<file path="src/rtl/control_merge_rr_if.sv">
// Handshake bundle for control_merge_rr.
//   ins / ins_valid / ins_ready        : SIZE packed input channels, channel i
//                                         at ins[i*DATA_WIDTH +: DATA_WIDTH]
//   outs / outs_valid / outs_ready     : merged data channel
//   index / index_valid / index_ready  : winning-channel number channel
// The slave modport is the merge's view; master is the environment's view.
interface control_merge_rr_if #(
   parameter int SIZE        = 2,
   parameter int DATA_WIDTH  = 32,
   parameter int INDEX_WIDTH = 1
);
   logic [SIZE*DATA_WIDTH-1:0] ins;
   logic [SIZE-1:0]            ins_valid;
   logic [SIZE-1:0]            ins_ready;
   logic [DATA_WIDTH-1:0]      outs;
   logic                       outs_valid;
   logic                       outs_ready;
   logic [INDEX_WIDTH-1:0]     index;
   logic                       index_valid;
   logic                       index_ready;

   modport slave (
      input  ins, ins_valid, outs_ready, index_ready,
      output ins_ready, outs, outs_valid, index, index_valid
   );

   modport master (
      output ins, ins_valid, outs_ready, index_ready,
      input  ins_ready, outs, outs_valid, index, index_valid
   );
endinterface

</file>
<file path="src/rtl/control_merge_rr.sv">
// Round-robin control merge with a registered output slot.
// Picks one valid input token per cycle (round-robin starting at ptr), stores
// its data and channel number in a one-entry slot, and offers them on two
// independent output channels (data and index) that fork eagerly: each output
// fires once per token and the slot frees once both have been taken.
// Ports:
//   clk  : clock, rising edge
//   rst  : synchronous active-low reset (rst==0 clears slot, flags, pointer)
//   bus  : control_merge_rr_if.slave (ins*, outs*, index* handshakes)
module control_merge_rr #(
   parameter int SIZE        = 2,
   parameter int DATA_WIDTH  = 32,
   parameter int INDEX_WIDTH = 1
) (
   input  logic              clk,
   input  logic              rst,
   control_merge_rr_if.slave bus
);

   logic                   vld_p0;
   logic                   outs_sent_p0;
   logic                   index_sent_p0;
   logic [DATA_WIDTH-1:0]  data_p0;
   logic [INDEX_WIDTH-1:0] idx_p0;
   logic [INDEX_WIDTH-1:0] ptr;

   logic [INDEX_WIDTH-1:0] win;
   logic [DATA_WIDTH-1:0]  win_data;
   logic                   any_v;
   logic                   done_o;
   logic                   done_i;
   logic                   slot_free;
   logic                   accept;
   logic [INDEX_WIDTH-1:0] ptr_nxt;

   // Winner = valid channel at the smallest circular distance from ptr.
   always_comb begin
      int best_d;
      int d;
      win    = '0;
      any_v  = 1'b0;
      best_d = SIZE;
      for (int i = 0; i < SIZE; i++) begin
         d = i - int'(ptr);
         if (d < 0) d = d + SIZE;
         if (bus.ins_valid[i] && d < best_d) begin
            best_d = d;
            win    = INDEX_WIDTH'(i);
            any_v  = 1'b1;
         end
      end
   end

   always_comb begin
      win_data = '0;
      for (int i = 0; i < SIZE; i++) begin
         if (win == INDEX_WIDTH'(i)) win_data = bus.ins[i*DATA_WIDTH +: DATA_WIDTH];
      end
   end

   assign bus.outs_valid  = vld_p0 & ~outs_sent_p0;
   assign bus.index_valid = vld_p0 & ~index_sent_p0;
   assign bus.outs        = data_p0;
   assign bus.index       = idx_p0;

   assign done_o    = outs_sent_p0  | (bus.outs_valid  & bus.outs_ready);
   assign done_i    = index_sent_p0 | (bus.index_valid & bus.index_ready);
   // The slot can drain and refill in the same cycle.
   assign slot_free = ~vld_p0 | (done_o & done_i);
   assign accept    = slot_free & any_v;
   assign ptr_nxt   = (int'(win) == SIZE - 1) ? '0 : INDEX_WIDTH'(int'(win) + 1);

   always_comb begin
      bus.ins_ready = '0;
      for (int i = 0; i < SIZE; i++) begin
         bus.ins_ready[i] = rst & accept & (win == INDEX_WIDTH'(i));
      end
   end

   // Stage p0: output slot and fork flags
   always_ff @(posedge clk) begin
      if (!rst) begin
         vld_p0        <= 1'b0;
         outs_sent_p0  <= 1'b0;
         index_sent_p0 <= 1'b0;
         ptr           <= '0;
         data_p0       <= '0;
         idx_p0        <= '0;
      end else if (accept) begin
         vld_p0        <= 1'b1;
         data_p0       <= win_data;
         idx_p0        <= win;
         ptr           <= ptr_nxt;
         outs_sent_p0  <= 1'b0;
         index_sent_p0 <= 1'b0;
      end else if (vld_p0 & done_o & done_i) begin
         vld_p0        <= 1'b0;
         outs_sent_p0  <= 1'b0;
         index_sent_p0 <= 1'b0;
      end else begin
         // Remember which side already took the token so it never re-fires.
         outs_sent_p0  <= done_o & vld_p0;
         index_sent_p0 <= done_i & vld_p0;
      end
   end

endmodule

</file>
<file path="src/flat_wrapper.sv">
// flat-port wrapper written by rule: the top's interface ports become plain ports
module control_merge_rr_flat 
#(
   parameter int SIZE        = 2,
   parameter int DATA_WIDTH  = 32,
   parameter int INDEX_WIDTH = 1
)
  (clk, rst, bus_ins, bus_ins_valid, bus_outs_ready, bus_index_ready, bus_ins_ready, bus_outs, bus_outs_valid, bus_index, bus_index_valid);
  control_merge_rr_if #(.SIZE(SIZE), .DATA_WIDTH(DATA_WIDTH), .INDEX_WIDTH(INDEX_WIDTH)) bus_i ();
  input  logic clk;
  input  logic rst;
  input wire logic [$bits(bus_i.ins)-1:0] bus_ins;
  input wire logic [$bits(bus_i.ins_valid)-1:0] bus_ins_valid;
  input wire logic [$bits(bus_i.outs_ready)-1:0] bus_outs_ready;
  input wire logic [$bits(bus_i.index_ready)-1:0] bus_index_ready;
  output wire logic [$bits(bus_i.ins_ready)-1:0] bus_ins_ready;
  output wire logic [$bits(bus_i.outs)-1:0] bus_outs;
  output wire logic [$bits(bus_i.outs_valid)-1:0] bus_outs_valid;
  output wire logic [$bits(bus_i.index)-1:0] bus_index;
  output wire logic [$bits(bus_i.index_valid)-1:0] bus_index_valid;
  assign bus_i.ins = bus_ins;
  assign bus_i.ins_valid = bus_ins_valid;
  assign bus_i.outs_ready = bus_outs_ready;
  assign bus_i.index_ready = bus_index_ready;
  assign bus_ins_ready = bus_i.ins_ready;
  assign bus_outs = bus_i.outs;
  assign bus_outs_valid = bus_i.outs_valid;
  assign bus_index = bus_i.index;
  assign bus_index_valid = bus_i.index_valid;
  control_merge_rr #(.SIZE(SIZE), .DATA_WIDTH(DATA_WIDTH), .INDEX_WIDTH(INDEX_WIDTH)) u_core (.clk(clk), .rst(rst), .bus(bus_i));
endmodule
</file>
<file path="config.mk">
export PLATFORM = sky130hd
export DESIGN_NAME = control_merge_rr_flat
export DESIGN_NICKNAME = d
export VERILOG_FILES = /design/src/rtl/control_merge_rr_if.sv /design/src/rtl/control_merge_rr.sv /design/src/flat_wrapper.sv
export SDC_FILE = /design/constraint.sdc
export NUM_CORES = 1
export LEC_CHECK = 0
export ABC_AREA = 1
export ABC_CLOCK_PERIOD_IN_PS = 1530
export CAP_MARGIN = 20
export CORE_ASPECT_RATIO = 2
export CORE_MARGIN = 2
export CORE_UTILIZATION = 35
export DETAILED_ROUTE_END_ITERATION = 6
export DONT_BUFFER_PORTS = 1
export SYNTH_ARGS = -nofsm -noshare
export SYNTH_HDL_FRONTEND = slang
export SYNTH_SLANG_ARGS = --single-unit
export TNS_END_PERCENT = 5
</file>
<file path="constraint.sdc">
create_clock -name clk -period 1.53 [get_ports clk]
set_clock_uncertainty 0.05 [all_clocks]
set_input_delay 0.0765 -clock clk [delete_from_list [all_inputs] [get_ports clk]]
set_output_delay 0.0765 -clock clk [all_outputs]
set_load 0.02 [all_outputs]
</file>
Word-level counts from Yosys, hierarchy flattened
Cells that the tools add are included.
{"block": "totals", "out_inout_bits": 37, "inputBits": 70, "ff_bits": 37}
{"block": "classes", "addsub": 5, "n_reduce_logical": 4, "bitwise": 20, "n_mux": 10, "order_cmp": 4}
{"cell": "32-bit two-way mux", "count": 4}
{"cell": "32-bit by 3-bit adder with 32-bit output (second input constant)", "count": 2}
{"cell": "32-bit by 1-bit < comparator with 1-bit output (second input constant)", "count": 2}
{"cell": "32-bit by 3-bit < comparator with 1-bit output (second input constant)", "count": 1}
{"cell": "32-bit < comparator", "count": 1}
{"cell": "1-bit bitwise AND", "count": 12}
{"cell": "1-bit two-way mux", "count": 6}
{"cell": "1-bit NOT", "count": 5}
{"cell": "1-bit by 1-bit subtractor with 2-bit output (first input constant)", "count": 2}
{"cell": "1-bit bitwise OR", "count": 3}
{"cell": "3-bit OR reduction", "count": 1}
{"cell": "1-bit logical AND", "count": 2}
{"cell": "2-bit nonzero test", "count": 1}
{"cell": "1-bit adder (second input constant)", "count": 1}

Longest topological paths before layout
{"block": "logic_depth", "word_depth": 12, "ltp_mapped": 8, "ltp_nobuf": 7}

Worst setup path before layout
Ideal clock, no wire load.
{"block": "synth_path", "path_kind": "reg-to-reg", "startpoint": "register u_core.vld_p0", "endpoint": "register u_core.data_p0[0], in the netlist u_core.bus.outs[0]", "required_time_ns": 1.367, "setup_ns": 0.113, "path_stages_with_launch": 9, "path_slack_ns": 0.349, "t_arrival_ns": 1.018, "path_cell_list": "dfxtp_1 -> nand2_1 -> nand2_1 -> nand2_2 -> nand2_4 -> nand2_4 -> buf_6 -> nand3_2 -> nand2_1"}
{"block": "synth_between", "elab_chain_len": 6, "word_cells_on_any_way": 10, "classes_between": "bitwise (10)"}
{"item": "start: declaration", "line": "control_merge_rr.sv:20", "source": "logic vld_p0;"}
{"item": "start signal: assignment", "line": "control_merge_rr.sv:83", "source": "vld_p0 <= 1'b0;"}
{"item": "start signal: assignment", "line": "control_merge_rr.sv:90", "source": "vld_p0 <= 1'b1;"}
{"item": "start signal: assignment", "line": "control_merge_rr.sv:97", "source": "vld_p0 <= 1'b0;"}
{"item": "1-bit bitwise AND (on tied branches)", "line": "control_merge_rr.sv:61, control_merge_rr.sv:62"}
{"item": "1-bit bitwise AND (on tied branches)", "line": "control_merge_rr.sv:66, control_merge_rr.sv:67"}
{"item": "1-bit bitwise OR (on tied branches)", "line": "control_merge_rr.sv:66, control_merge_rr.sv:67"}
{"item": "1-bit bitwise AND", "line": "control_merge_rr.sv:69", "source": "assign slot_free = ~vld_p0 | (done_o & done_i);"}
{"item": "1-bit bitwise OR (*)", "line": "control_merge_rr.sv:69"}
{"item": "1-bit bitwise AND (*)", "line": "control_merge_rr.sv:70", "source": "assign accept = slot_free & any_v;"}
{"item": "end signal: assignment", "line": "control_merge_rr.sv:91", "source": "data_p0 <= win_data;"}
{"item": "end: declaration", "line": "control_merge_rr.sv:23", "source": "logic [DATA_WIDTH-1:0] data_p0;"}
Mark *: on every way between the ends. The rest lies on a longest branch, timed or not.
A chain may end at the register's enable or synchronous reset.

Worst setup path after layout
{"block": "layout_path", "startpoint": "register u_core.ptr", "endpoint": "output bus_ins_ready[0]"}
{"block": "layout_between", "elab_chain_len": 12, "word_cells_on_any_way": 20, "classes_between": "add/sub (4); order compare (4); mux (6); bitwise (4); reduce/logical (2)"}
{"item": "start: declaration", "line": "control_merge_rr.sv:25", "source": "logic [INDEX_WIDTH-1:0] ptr;"}
{"item": "start signal: assignment", "line": "control_merge_rr.sv:93", "source": "ptr <= ptr_nxt;"}
{"item": "1-bit by 1-bit subtractor with 2-bit output", "line": "control_merge_rr.sv:44", "source": "d = i - int'(ptr);"}
{"item": "32-bit by 3-bit adder with 32-bit output or 32-bit by 1-bit < comparator with 1-bit output (tied branches)", "line": "control_merge_rr.sv:45", "source": "if (d < 0) d = d + SIZE;"}
{"item": "32-bit two-way mux", "line": "control_merge_rr.sv:45"}
{"item": "32-bit by 3-bit < comparator with 1-bit output", "line": "control_merge_rr.sv:46", "source": "if (bus.ins_valid[i] && d < best_d) begin"}
{"item": "1-bit logical AND", "line": "control_merge_rr.sv:46"}
{"item": "32-bit two-way mux", "line": "control_merge_rr.sv:46"}
{"item": "32-bit < comparator", "line": "control_merge_rr.sv:46"}
{"item": "1-bit logical AND", "line": "control_merge_rr.sv:46"}
{"item": "1-bit two-way mux", "line": "control_merge_rr.sv:46"}
{"item": "1-bit bitwise AND", "line": "control_merge_rr.sv:70"}
{"item": "1-bit bitwise AND", "line": "control_merge_rr.sv:76", "source": "bus.ins_ready[i] = rst & accept & (win == INDEX_WIDTH'(i));"}
{"item": "1-bit bitwise AND (*)", "line": "control_merge_rr.sv:76"}
{"item": "end: declaration", "line": "flat_wrapper.sv:16", "source": "output wire logic [$bits(bus_i.ins_ready)-1:0] bus_ins_ready;"}
Marked as above.

==> run_results.csv <==
group,metric,value,unit
pwr,powerDensity,865,nW/µm²
sta,final.period_utilization,92.8,%
critical_path,cpMaxStageDelayCell,"dfxtp_1",
sta,finalHoldViolations,0,
drt,drtIter0Drc,99,
sta,fmax,704,MHz
synth,synthFlopType,"dfxtp_1",
synth,syn_area_per_cell,6.74,µm²
critical_path,r2r_cells,7,
synth,synth_common_cells,"nand2_1, nand3_1, dfxtp_1, inv_1, nand3_2",
die,die-area,6140,µm²
clocking,clk_path_buf_depth,2,
layout,final.fill_count,512,
drt,viasPerCell,5.28,
drt,antenna_left,0,
clocking,clk_latency,280,ps
sta,relSlewSlack,71.7,%
global_routing,grt_pass1_vias,2163,
layout,n_antenna_cell,0,
clocking,h-tree-depth,2,
drt,route.final.wire_length,6.38,mm
synth,post-synth-top-count-cell,"nand2_1",
synth,syn-cell-area,1920,µm²
sta,setup_tns,0,ps
pwr,pwr-share-comb,22.5,%
critical_path,path_common_cell,"inv_1",
layout,final_area,2720,µm²
placement,placed_area,1920,µm²
layout,seqCellArea,744,µm²
synth,synth_compound_area_share,0.260,%
clocking,cts_buffers,5,
drt,first_pass_iters,4,
synth,yosysWarnings,0,
die,die_y,109,µm
clocking,cts_num_sinks,37,
layout,area_growth,41.3,%
pwr,p_switching,0.768,mW
critical_path,r2r_start,"u_core.vld_p0",
synth,synthAdderAreaFrac,0,%
critical_path,crit_arrival,1290,ps
clocking,tritoncts,"done",
pwr,leakagePower,1.34,nW
synth,synthTopCellsByArea,"dfxtp_1, nand3_1, nand2_1, nand3_2, buf_2",
placement,hpwl,3.58,mm
min_path,hold_depth,4,
synth,ys_seq_area_share,38.5,%
sta,whs,18.8,ps
sta,period_minus_slack,1420,ps
critical_path,path_class,"reg2out",
sta,worst_pin_slew,424,ps
placement,place.port_buffers,0,
critical_path,cp_max_fo,16,
min_path,worstHoldEndpoint,"u_core.bus.outs[17]",
clocking,clk_pin_slew,70,ps
sta,setup_viol,0,
pwr,p_clk_share,27.0,%
clocking,cts_setup_buffers,0,
sta,maxSlewViolCount,0,
placement,gp_congestion,0.770,
critical_path,r2r_setup_slack,170,ps
critical_path,slowest_delay,310,ps
synth,synth_edf_count,0,
drt,via_count,2140,
synth,syn-num-nets,355,
synth,synth_cells,285,
synth,synthArstFlopShare,0,%
critical_path,required,1400,ps
synth,synth_area_leader_cell,"dfxtp_1",
layout,multi_input_area,1010,µm²
pwr,p_seq_share,50.5,%
min_path,min_from,"bus_ins[49]",
global_routing,grt_antenna_before_repair,0,
drt,avgRoutedWirePerCell,15.8,µm
die,start_util,35.8,%
critical_path,worstReg2RegEnd,"u_core.bus.outs[7]",
job,maxCapViolations,0,
global_routing,track_usage,20.7,%
outcome,status,"finished clean",
pwr,peakVddDrop,713,µV
sta,rsz0062_at_grt,"no",
layout,drive_gt1_share,9.86,%
critical_path,start_kind,"flip-flop",
die,ioPinCount,107,
synth,yosys.area_share.simple,52.3,%
synth,synth-xor-area-share,0,%
die,core,5370,µm²
drt,drc,0,
global_routing,grt_pass1_wl,9.83,mm
critical_path,crit_chain,"inv_1, nand2_2, nand2_1, buf_4, nand3_1, inv_1",
die,num_rows,38,
layout,nets,416,
global_routing,overflow,0,
synth,synth.area.mux_share,0,%
min_path,hold_path_class,"in2reg",
synth,ys_ff_latch,37,
synth,yosysTopAreaCellShare,38.5,%
clocking,cts_root_buf,"clkbuf_8",
synth,synth_top_family_by_area,"simple AND/OR/NAND/NOR gates",
die,die_w,56.4,µm
critical_path,cp-end-kind,"output port",
global_routing,grt_max_degree,36,
pwr,p_sw_share,32.7,%
pwr,p_int,1.58,mW
pwr,finalPower,2.35,mW
synth,netlist-cell-type-count,16,
worst max-delay path: cells and delay by family, from the launching register on:
kind / cells / cell delay, ps
buf+inv: 3 / 440
flops: 1 / 310
simple gates: 3 / 240
power groups by stage:
stage               combinational, mW  clock (mW)  sequential, mW
detailed placement              0.336           0            1.21
floorplan                       0.313           0            1.19
global placement                0.330           0            1.21
CTS                             0.515       0.669            1.19
global route                    0.582       0.702            1.20
finish                          0.528       0.635            1.19
cells by family after synthesis:
family / after synthesis
buf+inv: 33
simple gates: 214
compound gates: 1
flops: 37
stage by stage:
stage               util (%)  setup slack (ps)  instances
floorplan                  -               349        285
global placement        35.8               163        330
detailed placement      35.8               124        330
CTS                     50.4              24.3        405
global route            50.5              21.0        405
finish                  50.5               110        405
metal layers:
layer  part of all wire (%)  up-vias  GRT usage [%]
met5                      0        -              0
li1                       -     1046              -
met1                     34      985           19.3
met3                    5.6       22           5.58
met4                    3.9        0           12.8
met2                     57       87           38.9
flip-flops by register name, indices dropped and copies added, names as in the netlist:
register / cells
u_core.bus.index: 1
u_core.outs_sent_p0: 1
u_core.bus.outs: 32
u_core.vld_p0: 1
u_core.index_sent_p0: 1
u_core.ptr: 1
area by class of cell:
type                       count  share of cell area, %
multi-input combinational    215                   37.2
timing repair buffer          77                   28.5
sequential                    37                   27.4
tap                           60                   2.76
clock buffer                   5                   2.53
inverter                      10                   1.38
clock inverter                 1                  0.184
worst max path at each step:
stage	cells after the start	end	from
floorplan	8	u_core.bus.outs[0]	u_core.vld_p0
global placement	7	u_core.bus.outs[7]	u_core.vld_p0
detailed placement	7	u_core.bus.outs[19]	u_core.vld_p0
CTS	6	bus_ins_ready[1]	u_core.vld_p0
global route	6	bus_ins_ready[1]	u_core.vld_p0
finish	6	bus_ins_ready[0]	u_core.ptr
cell usage in the layout (no fill, tap or decap), drive strengths merged:
cell | synthesis | layout
nand2 | 109 | 109
a21oi | 1 | 1
dfxtp | 37 | 37
clkinv | 0 | 1
inv | 10 | 10
clkbuf | 6 | 5
nand3 | 99 | 99
buf | 17 | 10
nor2 | 5 | 5
nand4 | 1 | 1
dlygate4sd3 | 0 | 67
repair_timing:
item | in CTS | in global routing
hold buffers | 69 | 0
endpoints found under the setup margin | 0 | 27
hold endpoints to repair | 37 | 0
resized for setup | 0 | 4
(Power assumes the default switching activity.)
